`src/rtl/cache_arbiter_pkg.sv`:
```
// Shared types for the icache/dcache to cacheline-adaptor arbiter.
// Holds the FSM state encoding, the requester identity and the grant rule.
package arbiter_types;

   localparam int ADDR_W = 32;
   localparam int LINE_W = 256;

   typedef enum logic [1:0] {
      IDLE,
      SERVE_I,
      SERVE_D,
      DONE
   } arb_state_t;

   typedef enum logic {
      I = 1'b0,
      D = 1'b1
   } requester_t;

   // On a tie the requester not served last time wins.
   function automatic arb_state_t pick_grant(
      input logic       req_i,
      input logic       req_d,
      input requester_t last
   );
      arb_state_t s;
      s = IDLE;
      if (req_i && req_d) begin
         s = (last == I) ? SERVE_D : SERVE_I;
      end else if (req_i) begin
         s = SERVE_I;
      end else if (req_d) begin
         s = SERVE_D;
      end
      return s;
   endfunction

endpackage

```
`src/rtl/cache_arbiter.sv`:
```
// Round-robin arbiter between icache and dcache line traffic.
// One transaction at a time is forwarded to the cacheline adaptor.
import arbiter_types::*;

module cache_arbiter (
   input  logic               clk,
   input  logic               rst,
   input  logic               i_mem_read,
   input  logic [ADDR_W-1:0]  i_mem_address,
   output logic [LINE_W-1:0]  i_mem_rdata,
   output logic               i_mem_resp,
   input  logic               d_mem_read,
   input  logic               d_mem_write,
   input  logic [ADDR_W-1:0]  d_mem_address,
   input  logic [LINE_W-1:0]  d_mem_wdata,
   output logic [LINE_W-1:0]  d_mem_rdata,
   output logic               d_mem_resp,
   output logic               ca_read,
   output logic               ca_write,
   output logic [ADDR_W-1:0]  ca_address,
   output logic [LINE_W-1:0]  ca_wdata,
   input  logic [LINE_W-1:0]  ca_rdata,
   input  logic               ca_resp
);

   arb_state_t           r_state;
   arb_state_t           w_next;
   requester_t           r_last;
   logic [ADDR_W-1:0]    r_addr;
   logic [LINE_W-1:0]    r_wdata;
   logic                 r_write;

   logic                 w_req_i;
   logic                 w_req_d;
   logic                 w_grant;
   logic                 w_grant_d;
   logic                 w_serve;

   assign w_req_i = i_mem_read;
   assign w_req_d = d_mem_read | d_mem_write;

   always_comb begin
      w_next    = r_state;
      w_grant   = 1'b0;
      w_grant_d = 1'b0;
      case (r_state)
         IDLE: begin
            w_next    = pick_grant(w_req_i, w_req_d, r_last);
            w_grant   = (w_next != IDLE);
            w_grant_d = (w_next == SERVE_D);
         end
         SERVE_I, SERVE_D: begin
            if (ca_resp) begin
               w_next = DONE;
            end
         end
         DONE: begin
            w_next = IDLE;
         end
         default: begin
            w_next = IDLE;
         end
      endcase
   end

   always_ff @(posedge clk) begin
      if (rst) begin
         r_state <= IDLE;
         r_last  <= I;
         r_addr  <= '0;
         r_wdata <= '0;
         r_write <= 1'b0;
      end else begin
         r_state <= w_next;
         if (w_grant) begin
            r_last  <= w_grant_d ? D : I;
            r_addr  <= w_grant_d ? d_mem_address : i_mem_address;
            r_wdata <= w_grant_d ? d_mem_wdata : '0;
            // A dcache asserting both read and write is treated as a write.
            r_write <= w_grant_d & d_mem_write;
         end
      end
   end

   assign w_serve = ~rst
                  & ((r_state == SERVE_I) | (r_state == SERVE_D));

   assign ca_read    = w_serve & ~r_write;
   assign ca_write   = w_serve & r_write;
   assign ca_address = r_addr;
   assign ca_wdata   = r_wdata;

   assign i_mem_resp = ~rst & (r_state == SERVE_I) & ca_resp;
   assign d_mem_resp = ~rst & (r_state == SERVE_D) & ca_resp;

   assign i_mem_rdata = ca_rdata;
   assign d_mem_rdata = ca_rdata;

endmodule

```
`config.mk`:
```
export PLATFORM = sky130hd
export DESIGN_NAME = cache_arbiter
export DESIGN_NICKNAME = d
export VERILOG_FILES = /design/src/rtl/cache_arbiter_pkg.sv /design/src/rtl/cache_arbiter.sv
export SDC_FILE = /design/constraint.sdc
export NUM_CORES = 1
export LEC_CHECK = 0
export ABC_AREA = 1
export BUFFER_PORTS_ARGS = -buffer_cell sky130_fd_sc_hd__buf_2
export CAP_MARGIN = 20
export CORE_AREA = 10 10 537 539
export DETAILED_ROUTE_END_ITERATION = 10
export DIE_AREA = 0 0 547 549
export HOLD_SLACK_MARGIN = 0.06
export PLACE_DENSITY_LB_ADDON = 0.2
export SYNTH_ARGS = -nofsm -noshare
export SYNTH_HDL_FRONTEND = slang
export SYNTH_SLANG_ARGS = --single-unit
```
`constraint.sdc`:
```
create_clock -name clk -period 3.5 [get_ports clk]
set_input_delay 0.175 -clock clk [delete_from_list [all_inputs] [get_ports clk]]
set_output_delay 0.175 -clock clk [all_outputs]
set_load 0.05 [all_outputs]
```
==> run summary <==
The run finished with clean final reports. The share of total power in sequential cells was 0.233. The die is 549 µm tall. By area, the combinational part of the netlist is dominated by buffers and inverters.

Complex-gate fraction of the synthesized area: 0.100. The clock slew at the register clock pins of the worst setup and hold paths is 0.07 ns, and the horizontal die dimension is 547 µm. The proportion of power drawn by combinational gates was 0.482; the final number of setup-violating endpoints was 0. Setup repair after global routing left no endpoint under its margin. The final total negative setup slack was 0 ns; the flip-flop and latch count after synthesis was 292. The first detailed-routing pass ran for 5 iterations. Data arrival at the endpoint of the critical path: 3.47 ns. The final cycle utilization of the critical path was 0.804; the CTS buffer count was 51.

Detailed routing inserted a total of 14900 vias. Based on the critical path, the design can be clocked at up to 355 MHz. Hold is met by 0.255 ns.

For this run, the number of Yosys warnings is 0. The die covers 300000 µm². After global routing the overflow that remains totals 0. On the final layout, the worst clock skew is 0.0348 ns. In the final layout, the multi-input gates occupy 4140 µm². In this run the deepest clock path goes through 3 buffers. OpenSTA, run right after detailed placement, puts the worst setup slack at 1.10 ns. The worst setup path is captured at a flop.

Number of buffers inserted by port buffering: 617. The sequential cell area fraction in the yosys report was 0.395. For the end-of-flow core utilization, the log shows 0.0862. The shortest period the worst path allows was 2.81 ns; the wire length reported by the detailed router was 176 mm.

For the aggregate global-route resource usage, the log shows 0.112. The area of the mapped netlist was 14800 µm². The tools report the area of the core as 278000 µm². The first global-routing pass estimated 211 mm of wire. The placed wire-length estimate is 155 mm, and the number of distinct library cells after synthesis is 17. The simple-gate portion of the synthesized area was 0.176; the fraction of final layout cells sized beyond drive strength 1 was 0.291. For the deepest level of the CTS H-tree, the log shows 2.

The mux contribution to synthesized area works out to 0. For the hold violation total from the final report, the log shows 0. The floorplan has 194 rows. The tools report the clock network fraction of total power as 0.285.

The sort of element at the start of the critical path is a flop. The number of non-filler instances in the completed layout was 6286. Setup slack on the critical path of the routed design comes to 0.685 ns. The storage element area is 5850 µm², and the number of gates resized after cts is 0.

The worst slew slack as a fraction of its limit came out at 0.308. The internal cell power is 9.95 mW, and the slew at the pin closest to its max-slew limit is 1.04 ns. Maximum net fanout on the critical path: 157. The number of sinks handled by clock tree synthesis is 292, and the insertion delay of the later-clocked pin in the worst-skew pair is 0.73 ns. In the final design database the tool counted 3019 nets.

The switching share of total power is 0.509, and the global placer's final weighted congestion is 0.789. For this run, design rule violations remaining after detail routing come to 0. The tools report the initial antenna violation count as 183.

The starting utilization of the core area was 0.0532; the number of inserted filler cells in the final layout was 32700. The setup path with the least slack is of type reg -> reg. The max-slew violation total from the final report is 0. The area growth from synthesis to layout is 62.1%. The total I/O pin count came out at 1386.

In this run the power density over the cells is 845 nW/µm². The net count of the mapped netlist was 2590; the post-placement cell count was 5744. Clock tree synthesis selected as its root buffer the cell sky130_fd_sc_hd__clkbuf_16. TritonCTS built the clock tree.

Across all register-to-register paths, the minimum setup slack is 0.69 ns. The count of nets left with antenna violations after detail routing came out at 0. The detailed router finished its first iteration with 567 violations. The count of max-cap constraint violations was 0; the number of setup buffers added after CTS was 0. The analysis attributes to cell leakage a power of 9.82 nW. The average footprint of a synthesized cell was 7.38 µm²; the pin count of the biggest net entering global routing was 158.

In the synthesized netlist, the number of instances is 2004. After detailed routing, the number of vias per cell comes to 2.38. The number of global-route vias before repair is 15000, and the xor/xnor cell area share of the yosys netlist is 0.

The fraction of the mapped netlist area in adder cells was 0.00338. The path category of the worst min-delay check was in -> reg. Summed over all nets, the switching power comes to 10.3 mW.

The tools report the data required time of the critical path as 4.16 ns. The largest vdd supply drop came out at 0.000884 V. The average wire length per cell after detail routing came out at 28.1 µm.
-- registers in the layout, summed over array words and instances (netlist names) --
name / cells
ca_address: 32
r_last: 1
r_state: 2
r_write: 1
ca_wdata: 256
-- per-stage QoR --
| step | total power, mW | instance area, µm² |
|---|---|---|
| 6_report | 20.3 | 24000 |
| 5_1_grt | 21.6 | 23800 |
| 4_1_cts | 21.1 | 23700 |
| 3_5_place_dp | 14.3 | 18300 |
| 3_3_place_gp | 14.3 | 18300 |
| 2_1_floorplan | 12.5 | 14800 |
-- path summary, 6_finish.rpt --
kind | startpoint | endpoint | cells past startpoint
setup reg to reg | r_state[1] | ca_wdata[99] | 8
hold reg to reg | ca_wdata[147] | ca_wdata[147] | 2
setup / recovery | r_state[1] | ca_wdata[99] | 8
hold / removal | d_mem_wdata[114] | ca_wdata[114] | 4
-- cell usage after synthesis (all sizes together) --
library cell | number | area, µm²
o211ai | 1 | 7.51
clkbuf | 35 | 135
dfxtp | 292 | 5850
o21ai | 3 | 15.0
ha | 4 | 50.1
nand3 | 1 | 10.0
nand2 | 684 | 2570
nor2 | 6 | 22.5
inv | 106 | 398
a21oi | 292 | 1460
buf | 578 | 4270
clkinv | 2 | 8.75
-- per-layer routing --
layer / share of wire / global-route usage / up-vias / routed length [µm]
met3: 0.24 / 0.131 / 309 / 43100
li1: - / - / 6682 / -
met2: 0.44 / 0.175 / 1425 / 77100
met5: 0.0051 / 0.00396 / - / 905
met4: 0.024 / 0.0236 / 134 / 4300
met1: 0.29 / 0.0917 / 6388 / 51000
-- cells in the final DEF (no fill, tap or decap), types with 8 or more instances in the layout --
master / instances
sky130_fd_sc_hd__a21oi_1: 292
sky130_fd_sc_hd__buf_2: 616
sky130_fd_sc_hd__bufinv_16: 8
sky130_fd_sc_hd__clkbuf_1: 8
sky130_fd_sc_hd__clkbuf_16: 53
sky130_fd_sc_hd__clkinv_2: 8
sky130_fd_sc_hd__dfxtp_1: 292
sky130_fd_sc_hd__diode_2: 88
sky130_fd_sc_hd__dlygate4sd3_1: 360
sky130_fd_sc_hd__inv_1: 105
sky130_fd_sc_hd__nand2_1: 683
-- cell families after synthesis --
kind of cell,after synthesis
simple gates,691
fa+ha+maj,4
buf+inv,721
flops,292
compound gates,296
-- timing repair --
item | CTS | global route
endpoints found under the setup margin | 0 | 0
endpoints found under the hold margin | 292 | 0
hold buffers | 360 | 0
-- power groups by stage --
stage	combinational (mW)	clock, mW	sequential [mW]
5_1_grt	10.6	6.20	4.85
3_3_place_gp	9.48	0	4.79
2_1_floorplan	4.60	0	7.87
6_report	9.76	5.77	4.73
4_1_cts	10.3	6.13	4.74
3_5_place_dp	9.53	0	4.80
-- layout make-up --
cell class | count | share of cell area
Antenna cell | 88 | 0.00919
Clock inverter | 27 | 0.0159
Sequential cell | 292 | 0.244
Inverter | 108 | 0.0176
Tap cell | 3724 | 0.194
Multi-Input combinational cell | 991 | 0.173
Clock buffer | 67 | 0.0600
Timing Repair Buffer | 989 | 0.286
-- critical path: stages, from the launching register on --
cell                            delay (ns)
sky130_fd_sc_hd__dfxtp_1              0.32
sky130_fd_sc_hd__inv_1                0.10
sky130_fd_sc_hd__ha_1                 0.24
sky130_fd_sc_hd__nand3_2              0.23
sky130_fd_sc_hd__inv_16               0.42
sky130_fd_sc_hd__buf_12               0.41
sky130_fd_sc_hd__nand2_1              0.10
sky130_fd_sc_hd__a21oi_1              0.13
sky130_fd_sc_hd__dlygate4sd3_1        0.58
(Power assumes the default switching activity.)
